==> src/rtl/imul_iter_param.sv <==
// rtl/imul_iter_param.sv - iterative early-terminating shift-add multiplier with val/rdy streams
// Define IMUL_SIGNED_EN for two's-complement operands; unsigned when undefined.
module imul_iter_param #(
  parameter int NBITS = 32
) (
  input  logic               clk,
  input  logic               reset,
  input  logic               istream_val,
  output logic               istream_rdy,
  input  logic [2*NBITS-1:0] istream_msg,
  output logic               ostream_val,
  input  logic               ostream_rdy,
  output logic [2*NBITS-1:0] ostream_msg
);

  localparam int PW = 2 * NBITS;
  localparam int CW = $clog2(NBITS);

  typedef enum logic [1:0] {IDLE, CALC, DONE} state_t;

  state_t            state, state_next;
  logic [PW-1:0]     a_reg, acc;
  logic [NBITS-1:0]  b_reg;
  logic [CW-1:0]     cnt;
  logic [NBITS-1:0]  a_in, b_in, a_ld, b_ld;
  logic              last_iter;

  assign a_in = istream_msg[PW-1:NBITS];
  assign b_in = istream_msg[NBITS-1:0];

  // Stop once no multiplier bits remain after this iteration's shift.
  assign last_iter = ((b_reg >> 1) == '0) || (cnt == CW'(NBITS - 1));

`ifdef IMUL_SIGNED_EN
  logic neg;

  // Unsigned negation maps the most negative value onto its own magnitude.
  assign a_ld = a_in[NBITS-1] ? -a_in : a_in;
  assign b_ld = b_in[NBITS-1] ? -b_in : b_in;
  assign ostream_msg = neg ? -acc : acc;

  always_ff @(posedge clk or posedge reset) begin
    if (reset) begin
      neg <= 1'b0;
    end else if (state == IDLE && istream_val) begin
      neg <= a_in[NBITS-1] ^ b_in[NBITS-1];
    end
  end
`else
  assign a_ld = a_in;
  assign b_ld = b_in;
  assign ostream_msg = acc;
`endif

  always_ff @(posedge clk or posedge reset) begin
    if (reset) begin
      state <= IDLE;
    end else begin
      state <= state_next;
    end
  end

  always_ff @(posedge clk or posedge reset) begin
    if (reset) begin
      a_reg <= '0;
      b_reg <= '0;
      acc   <= '0;
      cnt   <= '0;
    end else begin
      case (state)
        IDLE: begin
          if (istream_val) begin
            a_reg <= {{NBITS{1'b0}}, a_ld};
            b_reg <= b_ld;
            acc   <= '0;
            cnt   <= '0;
          end
        end
        CALC: begin
          if (b_reg[0]) begin
            acc <= acc + a_reg;
          end
          a_reg <= a_reg << 1;
          b_reg <= b_reg >> 1;
          cnt   <= cnt + CW'(1);
        end
        default: begin
        end
      endcase
    end
  end

  always_comb begin
    state_next  = state;
    istream_rdy = 1'b0;
    ostream_val = 1'b0;
    case (state)
      IDLE: begin
        istream_rdy = 1'b1;
        if (istream_val) begin
          state_next = CALC;
        end
      end
      CALC: begin
        if (last_iter) begin
          state_next = DONE;
        end
      end
      DONE: begin
        ostream_val = 1'b1;
        if (ostream_rdy) begin
          state_next = IDLE;
        end
      end
      default: begin
        state_next = IDLE;
      end
    endcase
  end

endmodule
==> config.mk <==
export PLATFORM = sky130hd
export DESIGN_NAME = imul_iter_param
export DESIGN_NICKNAME = d
export VERILOG_FILES = /design/src/rtl/imul_iter_param.sv
export SDC_FILE = /design/constraint.sdc
export NUM_CORES = 1
export LEC_CHECK = 0
export ABC_AREA = 0
export CAP_MARGIN = 20
export CORE_ASPECT_RATIO = 2
export CORE_MARGIN = 5
export CORE_UTILIZATION = 35
export CTS_BUF_LIST = sky130_fd_sc_hd__clkbuf_4
export DETAILED_ROUTE_END_ITERATION = 7
export PLACE_DENSITY_LB_ADDON = 0.1
export RECOVER_POWER = 50
export SYNTH_ARGS = -nofsm -noshare
export SYNTH_HDL_FRONTEND = slang
export SYNTH_SLANG_ARGS = --single-unit
==> constraint.sdc <==
create_clock -name clk -period 14.95 [get_ports clk]
set_clock_uncertainty 0.1 [all_clocks]
set_input_delay 3.7375 -clock clk [delete_from_list [all_inputs] [get_ports clk]]
set_output_delay 3.7375 -clock clk [all_outputs]
set_load 0.02 [all_outputs]
==> reports/metrics.csv, run 1 <==
metric,value,unit
status,finished with violations,
failing checks,"capacitance limit, slew limit",
die width,131.9,um
Fmax achieved,106.0,MHz
Die Footprint,33450,um^2
Synth warnings,0,
chip height,253.7,um
# DRC,0,
WHS,418.6,ps
Core ar.,29400,um^2
aggregate global routing overflow,0,
measured slew at the worst slew-check pin,3659,ps
Max IR drop VDD,0.0001202,V
share of cells above drive strength 1,0.04318,
initial core utilization,0.3535,
WS Path Type,in2reg,
CTS tree,built,
sequential cell area,4179,um^2
Synth Register Bits,167,
worst reg2reg setup slack,8440,ps
area share of the largest cell type after synthesis,0.4021,
Syn Area/Cell,8.742,um^2
cts bufs inserted,17,
synth unique cells,65,
CP required,15370,ps
Row Count,89,
GRT Total Usage,0.1878,
syn_nets,1323,
CTS Sinks,167,
Layout fillers,3009,
number of port buffers,133,
period utilization,0.6312,
number of global-route vias before repair,9351,
largest net degree at the start of global routing,98,
Placer Congestion,0.9197,
# nets final,1418,
top_reg_cell synth,dfrtp_1,
clock buffer depth,2,
worst hold path class,reg2reg,
slew margin rel.,-1.439,
Antenna Nets Post-Route,0,
Layout area overhead,18.24,%
initial antenna violation count,1,
Post-Layout Cell Count,1663,
Startpoint Class,primary input,
first-pass GRT wire length,50.23,mm
cell taking the most area after synthesis,dfrtp_1,
post_cts resized,0,
Synth area leaders,"dfrtp_1, o21ai_0, nand2_1",
vias per cell,5.350,
Post-synth EDFFs,0,
Worst setup EP type,flip-flop,
post-layout util,0.4180,
post-CTS setup buffers,0,
Detailed Routing Iterations Pass 1,5,
sequential share of the synthesized area,0.4021,
fin crit period,9437,ps
CP arrival,9850,ps
Leak Pwr,5.191,nW
Post-CTS Hold Buffers,0,
clock root cell,clkbuf_4,
Synth Instances,1189,
Placed Instances,1629,
vias,8897,
max-slew violations,263,
post-route worst setup slack,5513,ps
"wirelength, routed",31.22,mm
synthesized area,10390,um^2
io pins,134,
Final TNS setup,0,ps
DR WL/cell,18.77,um
Final Hold Vio Count,0,
DP Wirelength,23.56,mm
initial DRC count,411,
"Clk Latency, worst-skew pair",620,ps
"Setup violations, final",0,
Power Density,187.0,nW/um^2
Worst-path clk slew,140,ps
# Max-Cap Violations,5,
asr flop ratio synth,1.000,
area of the multi-input gates,5913,um^2
DP Worst Slack,8640,ps
H-Tree Depth,4,
unrepaired setup endpoints after global routing,false,
worst-path maximum fanout,59,
## layout make-up
cell class	count	share of cell area
Multi-Input combinational cell	940	0.4812
Tap cell	364	0.03706
Sequential cell	167	0.3401
Clock buffer	17	0.01038
Inverter	17	0.005294
Antenna cell	2	0.0004072
Clock inverter	15	0.01303
Timing Repair Buffer	141	0.1126
## cell families after synthesis
kind of cell / share of synthesized area
mux: 0.05971
compound gates: 0.2193
flops: 0.4021
xor+xnor: 0.04887
fa+ha+maj: 0.08017
buf+inv: 0.02997
simple gates: 0.1599
## worst max-delay path, cell delays in order
cell,delay [ps]
dlygate4sd3_1,520
and2_0,2610
clkbuf_1,2330
nor2_1,230
o21ai_0,270
o21ai_0,100
## metal layers
layer	vias to the layer above	part of all wire	GRT usage
met4	0	0.031	0.07031
met2	161	0.58	0.3691
met5	-	0	0
met1	4252	0.37	0.1942
met3	54	0.027	0.03526
li1	4430	-	-
## report_power, final
part	switching (mW)	total [mW]	internal [mW]	leakage, nW
combinational	0.744	1.23	0.486	2.82
sequential	0.165	0.786	0.621	2.21
clock	0.169	0.283	0.114	0.159
total	1.08	2.30	1.22	5.19
## through the flow
stage	total power [mW]	area (um^2)
after CTS	2.326	12310
after global routing	2.499	12290
after detailed placement	2.034	12020
after global placement	2.019	12020
final	2.298	12290
after floorplan	1.605	10390
## cell usage in the layout, fill, tap and decap left out, types with 28 or more instances in the layout
cell               n
dfrtp_1          167
ha_1              65
clkdlybuf4s50_1  130
a21oi_1           66
xnor2_1           30
xor2_1            28
mux2i_1           62
nor2_1            35
nand2_1          243
o21ai_0          189
## final timing paths
| check | cells past startpoint | end | startpoint |
|---|---|---|---|
| worst max-delay path | 6 | cnt[2] | istream_val |
| worst min-delay path | 1 | cnt[2] | cnt[2] |
| worst max register to register | 6 | cnt[2] | state[1] |
| worst min register to register | 1 | cnt[2] | cnt[2] |
| max in group asynchronous | 4 | ostream_msg[38] | reset |
| min in group asynchronous | 2 | a_reg[5] | reset |
## synth_stat cells (all sizes together) (6+ instances only)
| library cell | n |
|---|---|
| xnor2 | 30 |
| o21bai | 12 |
| xor2 | 28 |
| inv | 17 |
| nand2b | 6 |
| mux2i | 62 |
| nor4 | 8 |
| nand3 | 21 |
| a21o | 25 |
| o211ai | 6 |
| nand2 | 244 |
| nor3 | 11 |
| o21a | 7 |
| nand4 | 13 |
| and2 | 9 |
| a211oi | 6 |
| ha | 65 |
| dfrtp | 167 |
| o31ai | 6 |
| a31oi | 12 |
| nor2 | 35 |
| a22o | 8 |
| clkbuf | 58 |
| o21ai | 193 |
| buf | 7 |
| a21oi | 67 |
| and3 | 8 |
No activity file was read; power rests on OpenSTA's default activity.
==> run 2, diff against run 1 <==
==> constraint.sdc (replaced) <==
create_clock -name clk -period 8.9 [get_ports clk]
set_clock_uncertainty 0.1 [all_clocks]
set_input_delay 2.225 -clock clk [delete_from_list [all_inputs] [get_ports clk]]
set_output_delay 2.225 -clock clk [all_outputs]
set_load 0.02 [all_outputs]
==> run 2 against run 1 <==
Effect of this change: the run still ends with capacitance limit, slew limit left; wire length decreased by 0.18%; sequential power is 68% higher; final area rose by 0.15%; sequential cell count did not move; largest power group unchanged; global-route usage hardly changed; power grew 67%.
==> reports/metrics.csv, run 2 (synthesis gave the netlist of run 1 again) <==
metric,value,unit,change
sequential cell area,4179,um^2,unchanged
CP max stage delay,1620,ps,-990 ps
Worst-path clk slew,140,ps,about the same
"commonest non-fill, non-tap cells in the layout","nand2_1, o21ai_0, dfrtp_1",,
fin crit period,5174,ps,
cell family with most CP delay,simple AND/OR/NAND/NOR gates,,
chip height,253.7,um,unchanged
measured slew at the worst slew-check pin,3793,ps,+134.6 ps
"Setup violations, final",0,,unchanged
clock root cell,clkbuf_4,,
clock buffer depth,2,,unchanged
post-route worst setup slack,3726,ps,-1787 ps
Pwr Total,3.848,mW,+67%
Max IR drop VDD,0.0001710,V,+42%
number of port buffers,133,,unchanged
unrepaired setup endpoints after global routing,false,,
"wirelength, routed",31.16,mm,-0.18%
# Max-Cap Violations,2,,-3
H-Tree Depth,4,,unchanged
Layout fillers,3021,,+0.40%
GRT Total Usage,0.1880,,+0.0001985
post-CTS setup buffers,0,,unchanged
WP buf/inv,2,,unchanged
initial antenna violation count,2,,+1
"Clk Latency, worst-skew pair",630,ps,about the same
post-layout util,0.4187,,+0.0006380
Post-Place Cell Area,12020,um^2,unchanged
vias,8836,,-0.69%
Worst setup EP type,flip-flop,,
Placer Congestion,0.9266,,+0.75%
Post-CTS Hold Buffers,0,,unchanged
Core ar.,29400,um^2,unchanged
RR Startpoint,ostream_msg[0],,
status,finished with violations,,
"Design Area, Final",12310,um^2,+0.15%
DP Wirelength,23.61,mm,+0.22%
Final Hold Vio Count,0,,unchanged
share of cells above drive strength 1,0.04626,,+0.003084
Detailed Routing Iterations Pass 1,5,,unchanged
DR WL/cell,18.74,um,-0.18%
Layout area overhead,18.42,%,
initial core utilization,0.3535,,unchanged
cts bufs inserted,17,,unchanged
CTS Sinks,167,,unchanged
Power Density,312.6,nW/um^2,+67%
CP required,9340,ps,-6030 ps
hold path start,a_reg[10],,
CTS tree,built,,
worst-path maximum fanout,46,,-22%
# DRC,0,,unchanged
Fmax achieved,193.3,MHz,
Antenna Nets Post-Route,0,,unchanged
Row Count,89,,unchanged
worst hold path class,reg2reg,,
die width,131.9,um,unchanged
Die Footprint,33450,um^2,unchanged
worst reg2reg setup slack,5020,ps,-3420 ps
aggregate global routing overflow,0,,unchanged
Leak Pwr,5.190,nW,about the same
CP max-delay cell,nor2_1,,
CP arrival,5610,ps,-4240 ps
period utilization,0.5813,,
WS Path Type,in2reg,,
largest net degree at the start of global routing,98,,unchanged
post_cts resized,0,,unchanged
slew margin rel.,-1.543,,-0.1037
"most common cell after layout, fill and taps aside",nand2_1,,
area of the multi-input gates,5916,um^2,about the same
DP Worst Slack,4091,ps,-4549 ps
max-slew violations,113,,-57%
vias per cell,5.313,,-0.69%
first-pass GRT wire length,49.91,mm,-0.62%
Worst Setup SP,istream_val,,
Startpoint Class,primary input,,
number of global-route vias before repair,9362,,+0.12%
Final TNS setup,0,ps,unchanged
cell chain of the critical path,dlygate4sd3_1 > and2_4 > nor2_1 > buf_4 > nand2_1 > o21ai_0,,
io pins,134,,unchanged
# nets final,1418,,unchanged
initial DRC count,393,,-4.4%
failing checks,"capacitance limit, slew limit",,
-- run 2: stage by stage --
step / std cells / hold slack (ps)
floorplan: 1189 / 364.9
global placement: 1629 / 389.5
detailed placement: 1629 / 401.1
CTS: 1661 / 428.8
global route: 1663 / 461.2
finish: 1663 / 423.2
-- run 2: tightest hold or removal path, cell delays in order (launching register included) --
cell and delay [ps]:
dfrtp_1 390, nand2_1 50, o21ai_0 60
-- run 2: final timing paths --
path,depth (start not counted),to
max in group asynchronous,3,ostream_msg[39]
hold reg to reg,2,a_reg[11]
setup / recovery,6,ostream_msg[39]
setup reg to reg,13,ostream_msg[60]
hold / removal,2,a_reg[11]
min in group asynchronous,2,a_reg[4]
-- run 2: metal layers --
layer,GRT usage,routed length [um],vias up,share of wire
li1,-,-,4424,-
met4,0.07208,892,0,0.029
met1,0.1897,11370,4232,0.36
met3,0.03269,824,47,0.026
met2,0.3761,18070,133,0.58
met5,0,0,-,0
-- run 2: report_power, final --
group	internal, mW	switching, mW
logic	0.797	1.25
clock network	0.199	0.284
registers	1.04	0.278
total	2.04	1.81
-- run 2: final cells by class --
cell class | instances | area share
inverters | 17 | 0.005286
clock inverters | 13 | 0.01250
repair buffers | 141 | 0.1130
multi-input cells | 940 | 0.4806
diodes | 2 | 0.0004066
flip-flops and latches | 167 | 0.3395
clock buffers | 19 | 0.01159
well taps | 364 | 0.03700
==> run 3, diff against run 2 <==
==> constraint.sdc (replaced) <==
create_clock -name clk -period 4.5 [get_ports clk]
set_clock_uncertainty 0.1 [all_clocks]
set_input_delay 1.125 -clock clk [delete_from_list [all_inputs] [get_ports clk]]
set_output_delay 1.125 -clock clk [all_outputs]
set_load 0.02 [all_outputs]
==> run 3 against run 2 <==
Effect of this change: hold slack got worse by 13 ps; global-route usage hardly changed; non-clock buffer count up 1; via count is 0.74% higher; final cell count hardly changed; sequential power up 95%; sequential cell count stayed put; the flow still finishes with violations (capacitance limit, slew limit); count of clock-buffer cells in the layout unchanged; clock power up 92%; wire length rose by 0.37%; critical path type unchanged.
==> reports/metrics.csv, run 3 (synthesis gave the netlist of run 1 again) <==
metric,value,unit,change
post_cts resized,0,,unchanged
Layout area overhead,18.67,%,
GRT Max-Usage Layer,met2,,
WS Path Type,in2reg,,
"wirelength, routed",31.28,mm,+0.37%
Detailed Routing Iterations Pass 1,4,,-1
post-CTS setup buffers,0,,unchanged
number of port buffers,133,,unchanged
worst hold path class,reg2reg,,
CTS Sinks,167,,unchanged
CP arrival,4380,ps,-1230 ps
"most common cell after layout, fill and taps aside",nand2_1,,
Post-CTS Hold Buffers,0,,unchanged
share of cells above drive strength 1,0.04626,,unchanged
Power Density,622.0,nW/um^2,+99%
Final TNS setup,0,ps,unchanged
initial DRC count,417,,+6.1%
Leak Pwr,5.210,nW,+0.38%
Max IR drop VDD,0.0004513,V,+160%
Core ar.,29400,um^2,unchanged
period utilization,0.8820,,
Worst-path clk slew,140,ps,about the same
"Design Area, Final",12330,um^2,+0.21%
max-slew violations,272,,+140%
cts bufs inserted,17,,unchanged
fin crit period,3969,ps,
DP Wirelength,23.23,mm,-1.6%
DR WL/cell,18.82,um,+0.43%
clock buffer depth,2,,unchanged
Worst setup EP type,flip-flop,,
initial core utilization,0.3535,,unchanged
Antenna Nets Post-Route,0,,unchanged
status,finished with violations,,
met1 usage,0.1926,,+0.002893
Fmax achieved,252.0,MHz,
CTS tree,built,,
"commonest non-fill, non-tap cells in the layout","nand2_1, o21ai_0, dfrtp_1",,
initial antenna violation count,1,,-1
first-pass GRT wire length,50.26,mm,+0.69%
H-Tree Depth,4,,unchanged
measured slew at the worst slew-check pin,2651,ps,-1142 ps
GRT Total Usage,0.1884,,+0.0004174
slew margin rel.,-0.7673,,+0.7755
Final Hold Vio Count,0,,unchanged
Post-Place Cell Area,12050,um^2,+0.30%
Post-Layout Cell Count,1662,,-0.060%
unrepaired setup endpoints after global routing,false,,
largest net degree at the start of global routing,168,,+71%
CP required,4910,ps,-4430 ps
# nets final,1419,,+0.071%
failing checks,"capacitance limit, slew limit",,
worst-path maximum fanout,103,,+120%
vias,8901,,+0.74%
Startpoint Class,primary input,,
"Clk Latency, worst-skew pair",630,ps,about the same
vias per cell,5.356,,+0.80%
die width,131.9,um,unchanged
"Setup violations, final",0,,unchanged
Die Footprint,33450,um^2,unchanged
grt met3 use,0.03150,,-0.001189
number of global-route vias before repair,9338,,-0.26%
chip height,253.7,um,unchanged
Placed Instances,1629,,unchanged
# Max-Cap Violations,2,,unchanged
Placer Congestion,0.8712,,-6.0%
Row Count,89,,unchanged
# DRC,0,,unchanged
grt met2 use,0.3757,,-0.0004363
clock root cell,clkbuf_4,,
io pins,134,,unchanged
aggregate global routing overflow,0,,unchanged
## run 3: worst max-delay path, cell delays in order
cell and delay [ps]:
dlygate4sd3_1 520, and2_4 170, buf_2 1860, nor2_1 240, o21ai_0 250, o21ai_0 110
## run 3: where the power goes
part | internal, mW | switching, mW
Combinational | 1.65 | 2.51
Sequential | 2.06 | 0.520
Clock | 0.384 | 0.546
Total | 4.09 | 3.58
## run 3: layout make-up
class / instances / area, um^2
Clock buffer: 19 / 142.6
Multi-Input combinational cell: 940 / 5923
Fill cell: 3060 / 17060
Inverter: 17 / 67.56
Timing Repair Buffer: 142 / 1429
Clock inverter: 12 / 135.1
Tap cell: 364 / 455.4
Sequential cell: 167 / 4179
Antenna cell: 1 / 2.502
## run 3: final timing paths
path	from	endpoint	slack, ps	cells past startpoint
setup / recovery	istream_val	cnt[2]	530	6
setup reg to reg	ostream_msg[0]	ostream_msg[60]	740	13
hold / removal	b_reg[21]	b_reg[20]	410	2
max in group asynchronous	reset	ostream_msg[29]	1010	3
hold reg to reg	b_reg[21]	b_reg[20]	410	2
min in group asynchronous	reset	a_reg[5]	1680	3
## run 3: through the flow
stage                       util  power, mW  setup slack (ps)  hold slack (ps)
after floorplan                -      5.334              1056            364.9
after global placement    0.4100      6.768             776.1            389.6
after detailed placement  0.4100      6.796             723.1            395.9
after CTS                 0.4195      7.755             701.2            420.7
after global routing      0.4196      8.345             278.4            440.4
final                     0.4196      7.672             531.0            410.1
## run 3: layer usage
| layer | part of all wire | wire, um | up-vias |
|---|---|---|---|
| met5 | 0 | 0 | - |
| met4 | 0.028 | 879 | 0 |
| met3 | 0.023 | 722 | 43 |
| met2 | 0.58 | 18090 | 136 |
| met1 | 0.37 | 11590 | 4294 |
| li1 | - | - | 4428 |
